**config.mk**
```make
export PLATFORM = sky130hd
export DESIGN_NAME = vending_machine_multi
export DESIGN_NICKNAME = d
export VERILOG_FILES = /design/src/rtl/vending_machine_multi.sv
export SDC_FILE = /design/constraint.sdc
export NUM_CORES = 1
export LEC_CHECK = 0
export CORE_ASPECT_RATIO = 1.1
export CORE_MARGIN = 2
export CORE_UTILIZATION = 34
export CTS_CLUSTER_SIZE = 40
export DETAILED_ROUTE_END_ITERATION = 8
export SETUP_SLACK_MARGIN = 0.1
export SLEW_MARGIN = 30
export SYNTH_ARGS = -nofsm -noshare
export SYNTH_HDL_FRONTEND = slang
export SYNTH_SLANG_ARGS = --single-unit
```
**constraint.sdc**
```tcl
create_clock -name clk -period 11.8 [get_ports clk]
set_clock_uncertainty 0.05 [all_clocks]
set_input_delay 1.18 -clock clk [delete_from_list [all_inputs] [get_ports clk]]
set_output_delay 1.18 -clock clk [all_outputs]
set_load 0.005 [all_outputs]
```
**src/rtl/vending_machine_multi.sv**
```systemverilog
// Parametrised vending controller: coin or card payment, live per-slot inventory with
// restock, sold-out detection, overflow coin rejection and one-coin-per-cycle greedy change.
module vending_machine_multi #(
    parameter int N_PRODUCTS = 8,
    parameter int PRICE_W    = 8,
    parameter int INV_W      = 3,
    parameter int BAL_W      = 9,
    parameter int INIT_STOCK = 4,
    localparam int IDX_W     = (N_PRODUCTS > 1) ? $clog2(N_PRODUCTS) : 1
) (
    input  logic                          clk,
    input  logic                          rst,
    input  logic [IDX_W-1:0]              sel,
    input  logic                          select,
    input  logic                          pay_card,
    input  logic [BAL_W-1:0]              card_credit,
    input  logic                          nickel,
    input  logic                          dime,
    input  logic                          quarter,
    input  logic                          dollar,
    input  logic                          cancel,
    input  logic [N_PRODUCTS*PRICE_W-1:0] cost,
    input  logic                          restock_en,
    input  logic [IDX_W-1:0]              restock_idx,
    input  logic [INV_W-1:0]              restock_qty,
    output logic [BAL_W-1:0]              balance,
    output logic                          dispensed,
    output logic [IDX_W-1:0]              dispensed_idx,
    output logic [BAL_W-1:0]              card_debit,
    output logic                          deny,
    output logic                          sold_out,
    output logic                          coin_reject,
    output logic                          coin_q,
    output logic                          coin_d,
    output logic                          coin_n,
    output logic [4:0]                    quart,
    output logic [4:0]                    dim,
    output logic [4:0]                    nick,
    output logic                          busy,
    output logic [N_PRODUCTS*INV_W-1:0]   inventory
);

    // Wide enough for balance + one cycle of coins and for price/credit compares.
    localparam int SW = ((BAL_W > PRICE_W) ? BAL_W : PRICE_W) + 2;

    localparam logic [SW-1:0]    BalMax = {{(SW-BAL_W){1'b0}}, {BAL_W{1'b1}}};
    localparam logic [INV_W:0]   InvMax = {1'b0, {INV_W{1'b1}}};
    localparam logic [INV_W:0]   InvOne = {{INV_W{1'b0}}, 1'b1};

    localparam logic [1:0] StIdle    = 2'd0;
    localparam logic [1:0] StCollect = 2'd1;
    localparam logic [1:0] StVend    = 2'd2;
    localparam logic [1:0] StChange  = 2'd3;

    logic [1:0]       state_q, state_d;
    logic [BAL_W-1:0] bal_q, bal_d;
    logic [IDX_W-1:0] idx_q, idx_d;
    logic             card_q, card_d;
    logic [4:0]       quart_q, quart_d;
    logic [4:0]       dim_q, dim_d;
    logic [4:0]       nick_q, nick_d;
    logic             deny_q, deny_d;
    logic             sold_q, sold_d;
    logic             rej_q, rej_d;
    logic [INV_W-1:0] inv_q [N_PRODUCTS];
    logic [INV_W-1:0] inv_d [N_PRODUCTS];

    logic [SW-1:0]      coin_sum, bal_ext, bal_plus;
    logic               coin_any, in_accept, coin_ovf;
    logic [BAL_W-1:0]   bal_acc;
    logic               sel_valid;
    logic [PRICE_W-1:0] sel_price, cur_price;
    logic [INV_W-1:0]   sel_inv;
    logic               enter_change;
    logic               in_vend, in_change;

    function automatic logic [PRICE_W-1:0] price_at(input logic [N_PRODUCTS*PRICE_W-1:0] vec,
                                                    input int idx);
        return vec[idx*PRICE_W +: PRICE_W];
    endfunction

    function automatic logic [4:0] sat_inc(input logic [4:0] v);
        return (v == 5'd31) ? v : v + 5'd1;
    endfunction

    // Coin summation, overflow detection and price/inventory lookup for the current cycle.
    always_comb begin
        coin_sum = '0;
        if (nickel)  coin_sum = coin_sum + SW'(5);
        if (dime)    coin_sum = coin_sum + SW'(10);
        if (quarter) coin_sum = coin_sum + SW'(25);
        if (dollar)  coin_sum = coin_sum + SW'(100);
        coin_any  = nickel | dime | quarter | dollar;
        in_accept = (state_q == StIdle) || (state_q == StCollect);
        bal_ext   = SW'(bal_q);
        bal_plus  = bal_ext + coin_sum;
        coin_ovf  = bal_plus > BalMax;
        bal_acc   = (in_accept && coin_any && !coin_ovf) ? bal_plus[BAL_W-1:0] : bal_q;
        rej_d     = coin_any && (!in_accept || coin_ovf);
        sel_valid = int'(sel) < N_PRODUCTS;
        sel_price = sel_valid ? price_at(cost, int'(sel)) : '0;
        sel_inv   = sel_valid ? inv_q[sel] : '0;
        cur_price = price_at(cost, int'(idx_q));
    end

    // Transaction FSM: payment, vend, and change ejection.
    always_comb begin
        state_d      = state_q;
        bal_d        = bal_q;
        idx_d        = idx_q;
        card_d       = card_q;
        quart_d      = quart_q;
        dim_d        = dim_q;
        nick_d       = nick_q;
        deny_d       = 1'b0;
        sold_d       = 1'b0;
        enter_change = 1'b0;
        unique case (state_q)
            StIdle: begin
                bal_d = bal_acc;
                if (cancel) begin
                    if (bal_acc != '0) begin
                        state_d      = StChange;
                        enter_change = 1'b1;
                    end
                end else if (select) begin
                    if (!sel_valid) begin
                        deny_d = 1'b1;
                    end else if (sel_inv == '0) begin
                        deny_d = 1'b1;
                        sold_d = 1'b1;
                    end else if (pay_card) begin
                        if (SW'(card_credit) >= SW'(sel_price)) begin
                            idx_d   = sel;
                            card_d  = 1'b1;
                            state_d = StVend;
                        end else begin
                            deny_d = 1'b1;
                        end
                    end else begin
                        idx_d   = sel;
                        card_d  = 1'b0;
                        state_d = (SW'(bal_acc) >= SW'(sel_price)) ? StVend : StCollect;
                    end
                end
            end
            StCollect: begin
                bal_d = bal_acc;
                // Cancel takes priority over reaching the price in the same cycle.
                if (cancel) begin
                    state_d      = StChange;
                    enter_change = 1'b1;
                end else if (SW'(bal_acc) >= SW'(cur_price)) begin
                    state_d = StVend;
                end
            end
            StVend: begin
                state_d = StIdle;
                if (!card_q) begin
                    // Clamp guards against a price raised between select and vend.
                    bal_d = (bal_ext >= SW'(cur_price)) ? bal_q - BAL_W'(cur_price) : '0;
                    if (bal_d != '0) begin
                        state_d      = StChange;
                        enter_change = 1'b1;
                    end
                end
            end
            StChange: begin
                if (bal_ext >= SW'(25)) begin
                    bal_d   = bal_q - BAL_W'(25);
                    quart_d = sat_inc(quart_q);
                end else if (bal_ext >= SW'(10)) begin
                    bal_d = bal_q - BAL_W'(10);
                    dim_d = sat_inc(dim_q);
                end else if (bal_ext >= SW'(5)) begin
                    bal_d  = bal_q - BAL_W'(5);
                    nick_d = sat_inc(nick_q);
                end else begin
                    bal_d   = '0;
                    state_d = StIdle;
                end
            end
            default: state_d = StIdle;
        endcase
        if (enter_change) begin
            quart_d = '0;
            dim_d   = '0;
            nick_d  = '0;
        end
    end

    // Inventory update: vend decrement and restock may hit the same slot in one cycle.
    always_comb begin
        for (int k = 0; k < N_PRODUCTS; k++) begin
            logic [INV_W:0] sum;
            sum = {1'b0, inv_q[k]};
            if ((state_q == StVend) && (int'(idx_q) == k) && (inv_q[k] != '0)) begin
                sum = sum - InvOne;
            end
            if (restock_en && (int'(restock_idx) == k)) begin
                sum = sum + {1'b0, restock_qty};
            end
            inv_d[k] = (sum > InvMax) ? InvMax[INV_W-1:0] : sum[INV_W-1:0];
        end
    end

    // State registers with synchronous active-low reset.
    always_ff @(posedge clk) begin
        if (!rst) begin
            state_q <= StIdle;
            bal_q   <= '0;
            idx_q   <= '0;
            card_q  <= 1'b0;
            quart_q <= '0;
            dim_q   <= '0;
            nick_q  <= '0;
            deny_q  <= 1'b0;
            sold_q  <= 1'b0;
            rej_q   <= 1'b0;
            for (int k = 0; k < N_PRODUCTS; k++) begin
                inv_q[k] <= INV_W'(INIT_STOCK);
            end
        end else begin
            state_q <= state_d;
            bal_q   <= bal_d;
            idx_q   <= idx_d;
            card_q  <= card_d;
            quart_q <= quart_d;
            dim_q   <= dim_d;
            nick_q  <= nick_d;
            deny_q  <= deny_d;
            sold_q  <= sold_d;
            rej_q   <= rej_d;
            for (int k = 0; k < N_PRODUCTS; k++) begin
                inv_q[k] <= inv_d[k];
            end
        end
    end

    // Output decode from registered state.
    always_comb begin
        in_vend       = (state_q == StVend);
        in_change     = (state_q == StChange);
        balance       = bal_q;
        dispensed     = in_vend;
        dispensed_idx = in_vend ? idx_q : '0;
        card_debit    = (in_vend && card_q) ? BAL_W'(cur_price) : '0;
        deny          = deny_q;
        sold_out      = sold_q;
        coin_reject   = rej_q;
        coin_q        = in_change && (bal_ext >= SW'(25));
        coin_d        = in_change && (bal_ext < SW'(25)) && (bal_ext >= SW'(10));
        coin_n        = in_change && (bal_ext < SW'(10)) && (bal_ext >= SW'(5));
        quart         = quart_q;
        dim           = dim_q;
        nick          = nick_q;
        busy          = in_vend || in_change;
        inventory     = '0;
        for (int k = 0; k < N_PRODUCTS; k++) begin
            inventory[k*INV_W +: INV_W] = inv_q[k];
        end
    end

endmodule

```
* After elaboration in Yosys (flattened, before gate mapping)
Memories as Yosys holds them, arrays and structs flattened.
Cells that the tools add are included.
** Storage, ports and cells
- Bits in latches :: 0
- Bits in writable memories :: 24
- Memories kept :: 1
- Word-level logic and storage cells :: 245
- Bits in read-only memories :: 0
- Input port bits :: 92
- Output and inout port bits :: 68
- Register bits :: 33
** Operators by class
- Bitwise gates (word level) :: 21
- Reductions and logical operators :: 60
- $mul :: 0
- Divide/modulo/power cells :: 0
- Equal/unequal tests :: 30
- Magnitude comparators :: 18
- Muxes and demuxes :: 76
- Shifts and indexed selects :: 2
- Add/subtract/negate cells :: 27
** Memory list
- inv_q :: words 8, width 3, rd ports 9, clocked after memory_dff 0, wr ports 8, RTL line 65 : logic [INV_W-1:0] inv_q [N_PRODUCTS];
** Operator list (count)
- $shiftx A64 B7 Y8 :: 2
- $mux W4 :: 16
- $mux W3 :: 20
- $mux W9 :: 6
- $ge A9 B8 Y1 :: 4
- $logic_and A1 B1 Y1 :: 33
- $mux W11 :: 3
- $add A4 B3 Y4 :: 8
- $gt A4 B3 Y1 const B :: 8
- $sub A3 B1 Y4 const B :: 8
- $mux W2 :: 14
- $pmux W9 S3 :: 1
- $eq A3 B3 Y1 const B :: 8
- $reduce_bool A3 Y1 :: 8
- $reduce_bool A9 Y1 :: 2
- $add A5 B1 Y5 const B :: 3
- $eq A5 B5 Y1 const B :: 3
- $mux W1 :: 13
- $eq A3 B2 Y1 const B :: 4
- $add A11 B4 Y11 const B :: 1
- $add A11 B5 Y11 const B :: 1
- $add A11 B7 Y11 const B :: 1
- $add A9 B11 Y11 :: 1
- $gt A11 B9 Y1 const B :: 1
- 32 further kinds :: 65

* Longest topological paths before layout
- Depth in word-level cells :: 19
- Depth in mapped cells :: 23

* Least setup slack after synthesis
No wires, ideal clock.
- Path kind :: input to register
- Start :: input port dime
- End :: register state_q[1]
- Path slack :: 6102 ps
- Cell stages on the path :: 21
- Arrival :: 5529 ps
- Cell sequence :: inv_1 -> ha_1 -> nand2_1 -> o21ai_0 -> ha_1 -> mux2_2 -> ha_1 -> o211ai_1 -> o21a_1 -> o31a_1 -> clkbuf_1 -> o21ai_0 -> ha_1 -> a21o_1 -> a31oi_1 -> o21ai_0 -> a21o_1 -> a21o_1 -> a2111oi_0 -> a22oi_1 -> o221a_1
** Between the ends
- Word-level cells in the longest chain between the ends :: 17
** Ends and longest elaborated chain
- start: declaration :: RTL line 18 : input logic dime,
- $mux W11 :: RTL line 90 : if (dime) coin_sum = coin_sum + SW'(10);
- $add A11 B5 Y11 :: RTL line 91 : if (quarter) coin_sum = coin_sum + SW'(25);
- $mux W11 :: RTL line 91
- $add A11 B7 Y11 :: RTL line 92 : if (dollar) coin_sum = coin_sum + SW'(100);
- $mux W11 :: RTL line 92
- $add A9 B11 Y11 :: RTL line 96 : bal_plus = bal_ext + coin_sum;
- $gt A11 B9 Y1 :: RTL line 97 : coin_ovf = bal_plus > BalMax;
- $logic_not A1 Y1 :: RTL line 98 : bal_acc = (in_accept && coin_any && !coin_ovf) ? bal_plus[BAL_W-1:0] : bal_q;
- $logic_and A1 B1 Y1 :: RTL line 98
- $mux W9 * :: RTL line 98
- $ge A9 B8 Y1 :: RTL line 143 : state_d = (SW'(bal_acc) >= SW'(sel_price)) ? StVend : StCollect;
- $mux W2 :: RTL line 143
- $mux W2 :: RTL line 132 : end else if (pay_card) begin
- $mux W2 :: RTL line 129 : end else if (sel_inv == '0) begin
- $mux W2 :: RTL line 126 : end else if (select) begin
- $mux W2 :: RTL line 121 : if (cancel) begin
- $pmux W2 S4 :: RTL line 118 : unique case (state_q)
- end signal: assignment :: RTL line 210 : state_q <= StIdle;
- end signal: assignment :: RTL line 224 : state_q <= state_d;
- end: declaration :: RTL line 55 : logic [1:0] state_q, state_d;
Mark *: on every way between the ends. The rest lies on a longest branch, timed or not. The select of a mux whose other input is x is not followed.
A chain may end at the register's enable or synchronous reset.

* Final worst setup path
- Start :: input port nickel
- End :: register state_q[1]
** Between the ends
- Word-level cells in the longest chain between the ends :: 19
** Ends and longest elaborated chain
- start: declaration :: RTL line 17 : input logic nickel,
- $mux W3 :: RTL line 89 : if (nickel) coin_sum = coin_sum + SW'(5);
- $add A11 B4 Y11 :: RTL line 90
- $mux W11 :: RTL line 90
- $add A11 B5 Y11 :: RTL line 91
- $mux W11 :: RTL line 91
- $add A11 B7 Y11 :: RTL line 92
- $mux W11 :: RTL line 92
- $add A9 B11 Y11 :: RTL line 96
- [... 3 more ...]
- $mux W9 * :: RTL line 98
- $ge A9 B8 Y1 :: RTL line 143
- $mux W2 :: RTL line 143
- $mux W2 :: RTL line 132
- $mux W2 :: RTL line 129
- $mux W2 :: RTL line 126
- $mux W2 :: RTL line 121
- $pmux W2 S4 :: RTL line 118
Marked as above.

==> results.yml <==
critical_path:
  timing.setup.critical_path_class: "primary input to flop"
  critPathLaunchType: "primary input"
  end_kind: "flop"
  cp_max_fo: 15
  cp.arrival_ns: 6.65
  cp.required_ns: 11.96
die:
  num_rows: 55
  io_pins: 160
  die_area_um2: 22200
  coreArea_um2: 20600
  die_w_um: 142
  start_util: 0.347
  die_y_um: 156
yosys:
  ys.flop_type: "dfxtp_1"
  synth_compound_area_frac: 0.160
  synthTopCellsByCount: "98 x ha_1, 76 x nor2_1, 72 x nand2_1, 61 x a21oi_1, 58 x inv_1"
  yosys.area_share.simple: 0.182
  synth.top_cells.by_area: "ha_1 17%, dfxtp_1 16%, mux4_2 10%"
  synthArstFlopShare: 0
  syn_area_um2: 7140
  synth_top_family_by_area: "adder cells"
  netlist_instances: 853
  syn-num-nets: 1053
  yosysWarnings: 0
  synth_fa_ha_area_frac: 0.200
  synth_seq_cells: 57
  syn_area_per_cell_um2: 8.37
  ys_seq_area_frac: 0.160
  yosysMostFrequentCell: "ha_1"
  synth_mux_area_frac: 0.168
  synth_top_area_frac: 0.172
  synth_edf_count: 0
  yosysTopAreaCell: "ha_1"
  yosys.area_share.xor_xnor: 0.0785
  synth.distinct_cells: 65
layout:
  register_area_um2: 1140
  multi_input_area_um2: 5640
  n_antenna_cell: 0
  synthToLayoutAreaGrowth_pct: 30.1
  fillerInstances: 2029
  drive_gt1_frac: 0.0709
  final_nets: 1198
  postLayoutCellArea_um2: 9290
sta:
  finalCritPeriodShare: 0.550
  setup_viol: 0
  max_freq_ghz: 0.154
  worstMarginPinSlew_ns: 0.969
  hold_viol: 0
  finalMaxSlewViolations: 0
  finalWorstSetupSlack_ns: 5.31
  fin_tns_setup_ns: 0
  slew_headroom: 0.352
  grt_setup_unrepaired: "no"
  min_period_ns: 6.49
job:
  drv_cap: 0
global_route:
  grt_max_degree: 25
  grtUsageMet3: 0.0467
  use_met1: 0.265
  grt_pass1_vias: 6882
  antenna_found_initial: 0
  grt_pass1_wl_um: 36000
  busiest_layer: "met2"
  grt.total_usage: 0.208
  overflow: 0
  use_met2: 0.354
pwr:
  power_frac_comb: 0.653
  power.total_mw: 1.66
  peakVddDrop_mv: 0.0803
  p_sw_mw: 0.772
  leakagePower_nw: 3.56
  intPower_mw: 0.883
  pwr-share-clk: 0.168
  pwr-share-seq: 0.179
  p_per_area_nw_per_um2: 178
  switching_share: 0.467
placed_design:
  port_buffers: 158
  placed_cell_area_um2: 8970
  place.gp.congestion: 0.893
  hpwl_um: 17800
  place_ws_ns: 5.08
detailed_routing:
  drt_iter0_markers: 272
  routedWlPerCell_um: 18.1
  finalWirelength_um: 22700
  viasPerCell: 5.48
  via_count: 6900
  drt-pass1-iter-count: 5
  post-route-drc-count: 0
  postRouteAntennaNets: 0
clock_network:
  postCtsHoldBufs: 0
  htreeDepth: 3
  post_cts_buffers: 0
  clockBufferDepth: 2
  post_cts_resized: 0
  cts_root_buf: "clkbuf_16"
  cts_buffers: 9
  clk_latency_ns: 0.33
  cts.sinks: 57
  cts.clk_slew.worst_paths_ns: 0.05
  cts_tree: "built"
min_path:
  hold_path_class: "flop to flop"
status:
  status: "complete, no violations"
-- state kept, by name, indices dropped and copies added (netlist names) --
name,flops
inv_q,24
card_q,1
dim,5
state_q,2
deny,1
nick,5
sold_out,1
quart,5
idx_q,3
coin_reject,1
balance,9
-- kinds of logic after synthesis --
logic type | Yosys count
and+or+nand+nor | 268
AOI/OAI and AO/OA | 185
adders and majority gates | 108
buffers and inverters | 93
muxes | 77
xor gates and xnor gates | 64
DFF | 57
other | 1
-- final timing paths --
check	start	endpoint	slack [ns]	cells after the start
worst min register to register	quart[3]$_SDFFE_PP0P_	quart[3]$_SDFFE_PP0P_	0.48	2
worst min-delay path	quart[3]$_SDFFE_PP0P_	quart[3]$_SDFFE_PP0P_	0.48	2
worst max register to register	balance[1]$_SDFFE_PN0P_	state_q[1]$_SDFFE_PN0P_	6.98	15
worst max-delay path	nickel	state_q[1]$_SDFFE_PN0P_	5.31	20
-- area by class of cell --
type / instances / area share
Timing Repair Buffer: 167 / 0.178
Sequential cell: 57 / 0.123
Clock inverter: 3 / 0.00701
Multi-Input combinational cell: 703 / 0.607
Clock buffer: 12 / 0.0265
Inverter: 60 / 0.0242
Tap cell: 256 / 0.0345
-- metal layers --
metal / wire (µm) / up-vias / part of all wire
met5: 0 / - / 0
met4: 401 / 0 / 0.018
met3: 1320 / 25 / 0.058
met2: 10800 / 211 / 0.47
met1: 10200 / 3280 / 0.45
li1: - / 3384 / -
-- placed cells by master (no fill, tap or decap), drive strengths merged, types with 4 or more instances in the layout --
master,instances
a21o,10
a31oi,11
fa,10
nor3,24
nand4,12
o221ai,4
and3,5
inv,58
nand2b,14
buf,9
xnor2,35
and2,4
nor2,76
mux4,33
clkbuf,12
a2111oi,4
a211oi,5
nand2,72
mux2i,36
o21ai,54
dfxtp,57
o221a,4
nor2b,14
xor2,29
nor4,13
ha,98
a21oi,61
clkdlybuf4s50,158
a21boi,4
nand3,15
mux2,8
-- stage by stage --
| stage | util | hold WS (ns) | cells |
|---|---|---|---|
| floorplan | - | 0.460 | 853 |
| global placement | 0.436 | 0.460 | 1243 |
| detailed placement | 0.436 | 0.468 | 1243 |
| CTS | 0.451 | 0.485 | 1258 |
| global route | 0.451 | 0.511 | 1258 |
| finish | 0.451 | 0.480 | 1258 |
-- power by group through the flow --
stage / Sequential (mW) / Clock, mW / Combinational, mW
after global placement: 0.300 / 0 / 1.06
final: 0.296 / 0.279 / 1.08
after CTS: 0.294 / 0.287 / 1.07
after detailed placement: 0.298 / 0 / 1.06
after global routing: 0.301 / 0.295 / 1.20
after floorplan: 0.261 / 0 / 0.767
-- worst max-delay path, stage by stage --
cell and delay (ns):
clkdlybuf4s50_1 0.60, inv_1 0.12, ha_1 0.21, a21oi_1 0.24, ha_1 0.27, mux2_2 0.27
ha_1 0.34, o211ai_1 0.12, o21a_1 0.24, o31a_1 0.49, o21ai_0 0.41, ha_1 0.32
a21o_1 0.16, a31oi_1 0.13, o21ai_0 0.12, a21o_1 0.19, a21o_1 0.19, a2111oi_0 0.60
a22oi_1 0.18, o221a_1 0.28
(Power assumes the default switching activity.)
==> RTL edit 1, RTL diff (same settings) <==
Change the parameter `BAL_W` from 9 to 8.
--- a/src/rtl/vending_machine_multi.sv
+++ b/src/rtl/vending_machine_multi.sv
@@ -4,7 +4,7 @@
     parameter int N_PRODUCTS = 8,
     parameter int PRICE_W    = 8,
     parameter int INV_W      = 3,
-    parameter int BAL_W      = 9,
+    parameter int BAL_W      = 8,
     parameter int INIT_STOCK = 4,
     localparam int IDX_W     = (N_PRODUCTS > 1) ? $clog2(N_PRODUCTS) : 1
 ) (
Ports: changed (resized balance, card_credit and card_debit); port bits go from 160 to 157. No check against the original RTL was run, so the function may have changed too.
==> RTL edit 1 against the unedited design <==
Final area fell by 2.5%. Via count fell by 1.2%. Setup slack improved by 0.30 ns. Global-route usage fell by 0.59 points. Wire length fell by 2.9%. Non-clock buffer count fell by 1. Sequential cell count fell by 1. Total power fell by 22%. Sequential power fell by 10%. Area after synthesis fell by 1.3%. First-iteration DRC count rose by 45%.
==> RTL edit 1: results (changes against the unedited design) <==
| Metric | Value |
|---|---|
| Outcome | complete, no violations (unchanged) |
| Top cells by count, synth | sky130_fd_sc_hd__ha_1, sky130_fd_sc_hd__nand2_1, sky130_fd_sc_hd__nor2_1 (was sky130_fd_sc_hd__ha_1, sky130_fd_sc_hd__nor2_1, sky130_fd_sc_hd__nand2_1) |
| Number of flip-flops and latches | 56 (was 57) |
| Layout buffer count excluding clock buffers | 166 (was 167) |
| Met2 global-route usage | 36.6% (was 35.4%) |
| Worst-case vdd ir drop | 0.0711 mV (was 0.0803 mV) |
| Post-detail-place hpwl | 17400 um (was 17800 um) |
| Slew at the pin closest to its max-slew limit | 0.904 ns (was 0.969 ns) |
| Sequential Power Share | 20.5% (was 17.9%) |
| Drt first-iter violations | 395 (was 272) |
| Critical-path top delay cell | sky130_fd_sc_hd__nor3_2 (was sky130_fd_sc_hd__clkdlybuf4s50_1) |
| Met3 track demand over resource in global routing | 3.48% (was 4.67%) |
| Worst Hold End | dim[4] (was quart[3]) |
| Post-Layout Cell Count | 1249 (was 1258) |
| First-pass iteration count of the detailed router | 4 (was 5) |
| Proportion of layout cells with a drive suffix above 1 | 6.75% (was 7.09%) |
| Worst reg2reg setup slack | 6.93 ns (was 6.98 ns) |
| IO Port Bufs | 156 (was 158) |
| Clock transition at the registers of the reported paths | 0.08 ns (was 0.05 ns) |
| FF/Latch Area | 1120 sq um (was 1140 sq um) |
| Layout inverter count without the clock tree | 69 (was 60) |
| Grt met1 use | 24.9% (was 26.5%) |
| Number of distinct library cell variants in the gate-level netlist after synthesis | 73 (was 65) |
| Critical hold path startpoint | dim[4] (was quart[3]) |
| Mapped Nets | 1045 (was 1053) |
## RTL edit 1: changes by cell type after synthesis, sizes merged, moves of 5 or more
| cell | change |
|---|---|
| a211oi | +7 |
| inv | +9 |
| xnor2 | -11 |
| nor3b | +6 |
| a31oi | -7 |
| clkbuf | -5 |
| nand3 | +10 |
| nor2 | -6 |
| nor4 | -6 |
## RTL edit 1: layer usage
metal  share of wire (%)  vias to the layer above
met3                 5.3                       27
met5                   0                        -
met4                 1.9                        0
met1                  43                     3229
met2                  50                      182
li1                    -                     3376
## RTL edit 1: per-stage QoR
step                cell area, sq um  power, W  utilization [%]  setup WS (ns)
floorplan                       7050  0.000835                -           6.61
global placement                8890   0.00110             43.5           5.50
detailed placement              8890   0.00111             43.5           5.33
CTS                             9050   0.00130             44.3           5.65
global route                    9050   0.00142             44.3           5.14
finish                          9050   0.00130             44.3           5.61
## RTL edit 1: power groups by stage
| stage | combinational (W) | clock [W] | sequential [W] |
|---|---|---|---|
| 2_1_floorplan | 0.000585 | 0 | 0.000250 |
| 6_report | 0.000851 | 0.000179 | 0.000265 |
| 4_1_cts | 0.000846 | 0.000185 | 0.000266 |
| 5_1_grt | 0.000954 | 0.000191 | 0.000271 |
| 3_5_place_dp | 0.000839 | 0 | 0.000270 |
| 3_3_place_gp | 0.000832 | 0 | 0.000270 |
## RTL edit 1: cells by family after synthesis
logic type	after synthesis	share of synthesized area [%]
AO/OA/AOI/OAI	186	16.8
XOR/XNOR	55	6.84
adder cells (fa/ha/maj)	107	20.0
buffers and inverters	98	5.33
flip-flops	56	15.9
multiplexers	71	15.9
AND/OR/NAND/NOR	275	19.2
==> RTL edit 2, RTL diff (config.mk and constraints unchanged) <==
Made on the original files. Reset style: asynchronous (`rst`), changed in one clocked block. Comments in the files are not updated.
--- a/src/rtl/vending_machine_multi.sv
+++ b/src/rtl/vending_machine_multi.sv
@@ -205,7 +205,7 @@
     end
 
     // State registers with synchronous active-low reset.
-    always_ff @(posedge clk) begin
+    always_ff @(posedge clk or negedge rst) begin
         if (!rst) begin
             state_q <= StIdle;
             bal_q   <= '0;
Behaviour: not the same (a bounded check fails within 4 cycles, from zero or initial values and one cycle with rst low; the reset may be asserted at any time).
==> RTL edit 2 against the unedited design <==
Wire length grew 3.0%. Core utilization fell by 0.21 points. Sequential power up 43%. Area after synthesis up 3.1%. Clock power increased by 6%. Setup slack improved by 0.46 ns. Total power is 47% higher. Maximum frequency increased by 7.7%. Final area rose by 3.0%. First-iteration DRC count increased by 57%. Non-clock buffer count decreased by 1. Largest cell class unchanged. Sequential cell count unchanged.
==> RTL edit 2: results (changes against the unedited design) <==
| Metric | Value |
|---|---|
| Mapped Nets | 1033 (was 1053) |
| Dominant register cell in the synthesized netlist | sky130_fd_sc_hd__dfrtp_1 (was sky130_fd_sc_hd__dfxtp_1) |
| Share of synthesized area occupied by flip-flops and latches | 19.5% (was 16.0%) |
| Reg2reg path depth | 13 (was 15) |
| Proportion of layout cells with a drive suffix above 1 | 9.11% (was 7.09%) |
| Largest net degree at the start of global routing | 58 (was 25) |
| Critical Path End | state_q[1] (unchanged) |
| Reg2reg end | nick[0] (was state_q[1]) |
| Grt met1 use | 26.2% (was 26.5%) |
| Wire length per cell after detailed routing | 18.3 um (was 18.1 um) |
| Critical hold path startpoint | quart[3] (unchanged) |
| Leak pwr | 4.14 nW (was 3.56 nW) |
| Number of distinct library cell variants in the gate-level netlist after synthesis | 72 (was 65) |
| Critical-path top delay cell | sky130_fd_sc_hd__clkdlybuf4s50_1 (unchanged) |
| Post-placement setup slack | 5.46 ns (was 5.08 ns) |
| Post-detail-place hpwl | 18500 um (was 17800 um) |
| Post-CTS Resized | 0 (unchanged) |
| Total via count after detailed routing | 6758 (was 6900) |
| Number of global-route vias before repair | 6878 (was 6882) |
| Critical Path Max Stage Delay | 0.56 ns (was 0.60 ns) |
| Share of synthesized flip-flops with an asynchronous set or reset | 100% (was 0%) |
| Met2 global-route usage | 37.7% (was 35.4%) |
| Nets | 1179 (was 1198) |
| Critical path startpoint | dime (was nickel) |
| Portion of the clock cycle consumed by the worst path in the final layout | 51.1% (was 55.0%) |
| Global-route wire length before repair | 36800 um (was 36000 um) |
| Outcome | complete, no violations (unchanged) |
| Worst slew margin relative to its limit | 41.8% (was 35.2%) |
| Cell types with the largest area share after synthesis | sky130_fd_sc_hd__dfrtp_1, sky130_fd_sc_hd__ha_1, sky130_fd_sc_hd__mux4_2 (was sky130_fd_sc_hd__ha_1, sky130_fd_sc_hd__dfxtp_1, sky130_fd_sc_hd__mux4_2) |
| Source of the worst register-to-register timing path | idx_q[0] (was balance[1]) |
| Crit Path Max Fanout | 7 (was 15) |
| Fill cell count | 2133 (was 2029) |
| Final estimated routing congestion in global placement | 0.899 (was 0.893) |
| Crit path DAT | 6.19 ns (was 6.65 ns) |
| Worst-case vdd ir drop | 0.109 mV (was 0.0803 mV) |
| Gr usage total | 21.2% (was 20.8%) |
| Top cells by count, synth | sky130_fd_sc_hd__ha_1, sky130_fd_sc_hd__nand2_1, sky130_fd_sc_hd__nor2_1 (was sky130_fd_sc_hd__ha_1, sky130_fd_sc_hd__nor2_1, sky130_fd_sc_hd__nand2_1) |
==> RTL edit 2: cells by family after synthesis <==
kind of cell | Yosys count | share of synthesized area [%]
xor gates and xnor gates | 60 | 7.14
DFF | 57 | 19.5
and+or+nand+nor | 275 | 18.0
AOI/OAI and AO/OA | 171 | 15.5
muxes | 74 | 15.8
adders and majority gates | 107 | 19.1
other | 1 | 0.0510
buffers and inverters | 92 | 4.83
==> RTL edit 2: layout make-up <==
class	count	area (sq um)	area share (%)
Timing Repair Buffer	166	1640	17.1
Multi-Input combinational cell	688	5580	58.3
Clock inverter	7	103	1.07
Tap cell	290	363	3.79
Inverter	61	229	2.39
Sequential cell	57	1440	15.0
Clock buffer	9	225	2.35
==> RTL edit 2: worst register-to-register path, stage by stage (launching register included) <==
cell                       delay (ns)
sky130_fd_sc_hd__dfrtp_1         0.32
sky130_fd_sc_hd__buf_4           0.39
sky130_fd_sc_hd__mux4_2          0.57
sky130_fd_sc_hd__mux2i_1         0.55
sky130_fd_sc_hd__ha_1            0.40
sky130_fd_sc_hd__nor2b_1         0.15
sky130_fd_sc_hd__o21ai_0         0.24
sky130_fd_sc_hd__a21boi_0        0.17
sky130_fd_sc_hd__o21ai_0         0.27
sky130_fd_sc_hd__a21boi_0        0.23
sky130_fd_sc_hd__o2111a_1        0.30
sky130_fd_sc_hd__a211oi_1        0.48
sky130_fd_sc_hd__a31o_2          0.40
sky130_fd_sc_hd__o21ai_0         0.15
==> RTL edit 2: where the power goes <==
part / total (W) / leakage, nW / internal, W / switching, W
combinational: 0.00171 / 3.29 / 0.000786 / 0.000924
clock: 0.000295 / 0.157 / 0.000187 / 0.000108
sequential: 0.000423 / 0.692 / 0.000283 / 0.000140
==> RTL edit 2: worst min-delay path by stage <==
stage,end,slack [ns],cells past startpoint
3_3_place_gp,nick[4],0.49,2
2_1_floorplan,card_q,0.45,1
6_report,quart[3],0.51,2
4_1_cts,nick[3],0.52,2
3_5_place_dp,nick[3],0.50,2
5_1_grt,nick[4],0.55,2
==> RTL edit 2: stage by stage <==
step           utilization [%]  total power (W)  hold slack [ns]  instance area (sq um)  cells
2_1_floorplan                -          0.00155            0.455                   7360    837
3_3_place_gp              43.3          0.00211            0.490                   9230   1262
3_5_place_dp              43.3          0.00212            0.502                   9230   1262
4_1_cts                   44.9          0.00243            0.519                   9560   1278
5_1_grt                   44.9          0.00266            0.546                   9570   1278
6_report                  44.9          0.00243            0.515                   9570   1278
==> RTL edit 2: per-layer routing <==
| layer | up-vias | share of wire [%] |
|---|---|---|
| li1 | 3306 | - |
| met1 | 3235 | 43 |
| met2 | 184 | 50 |
| met3 | 33 | 4.6 |
| met4 | 0 | 2.4 |
| met5 | - | 0 |
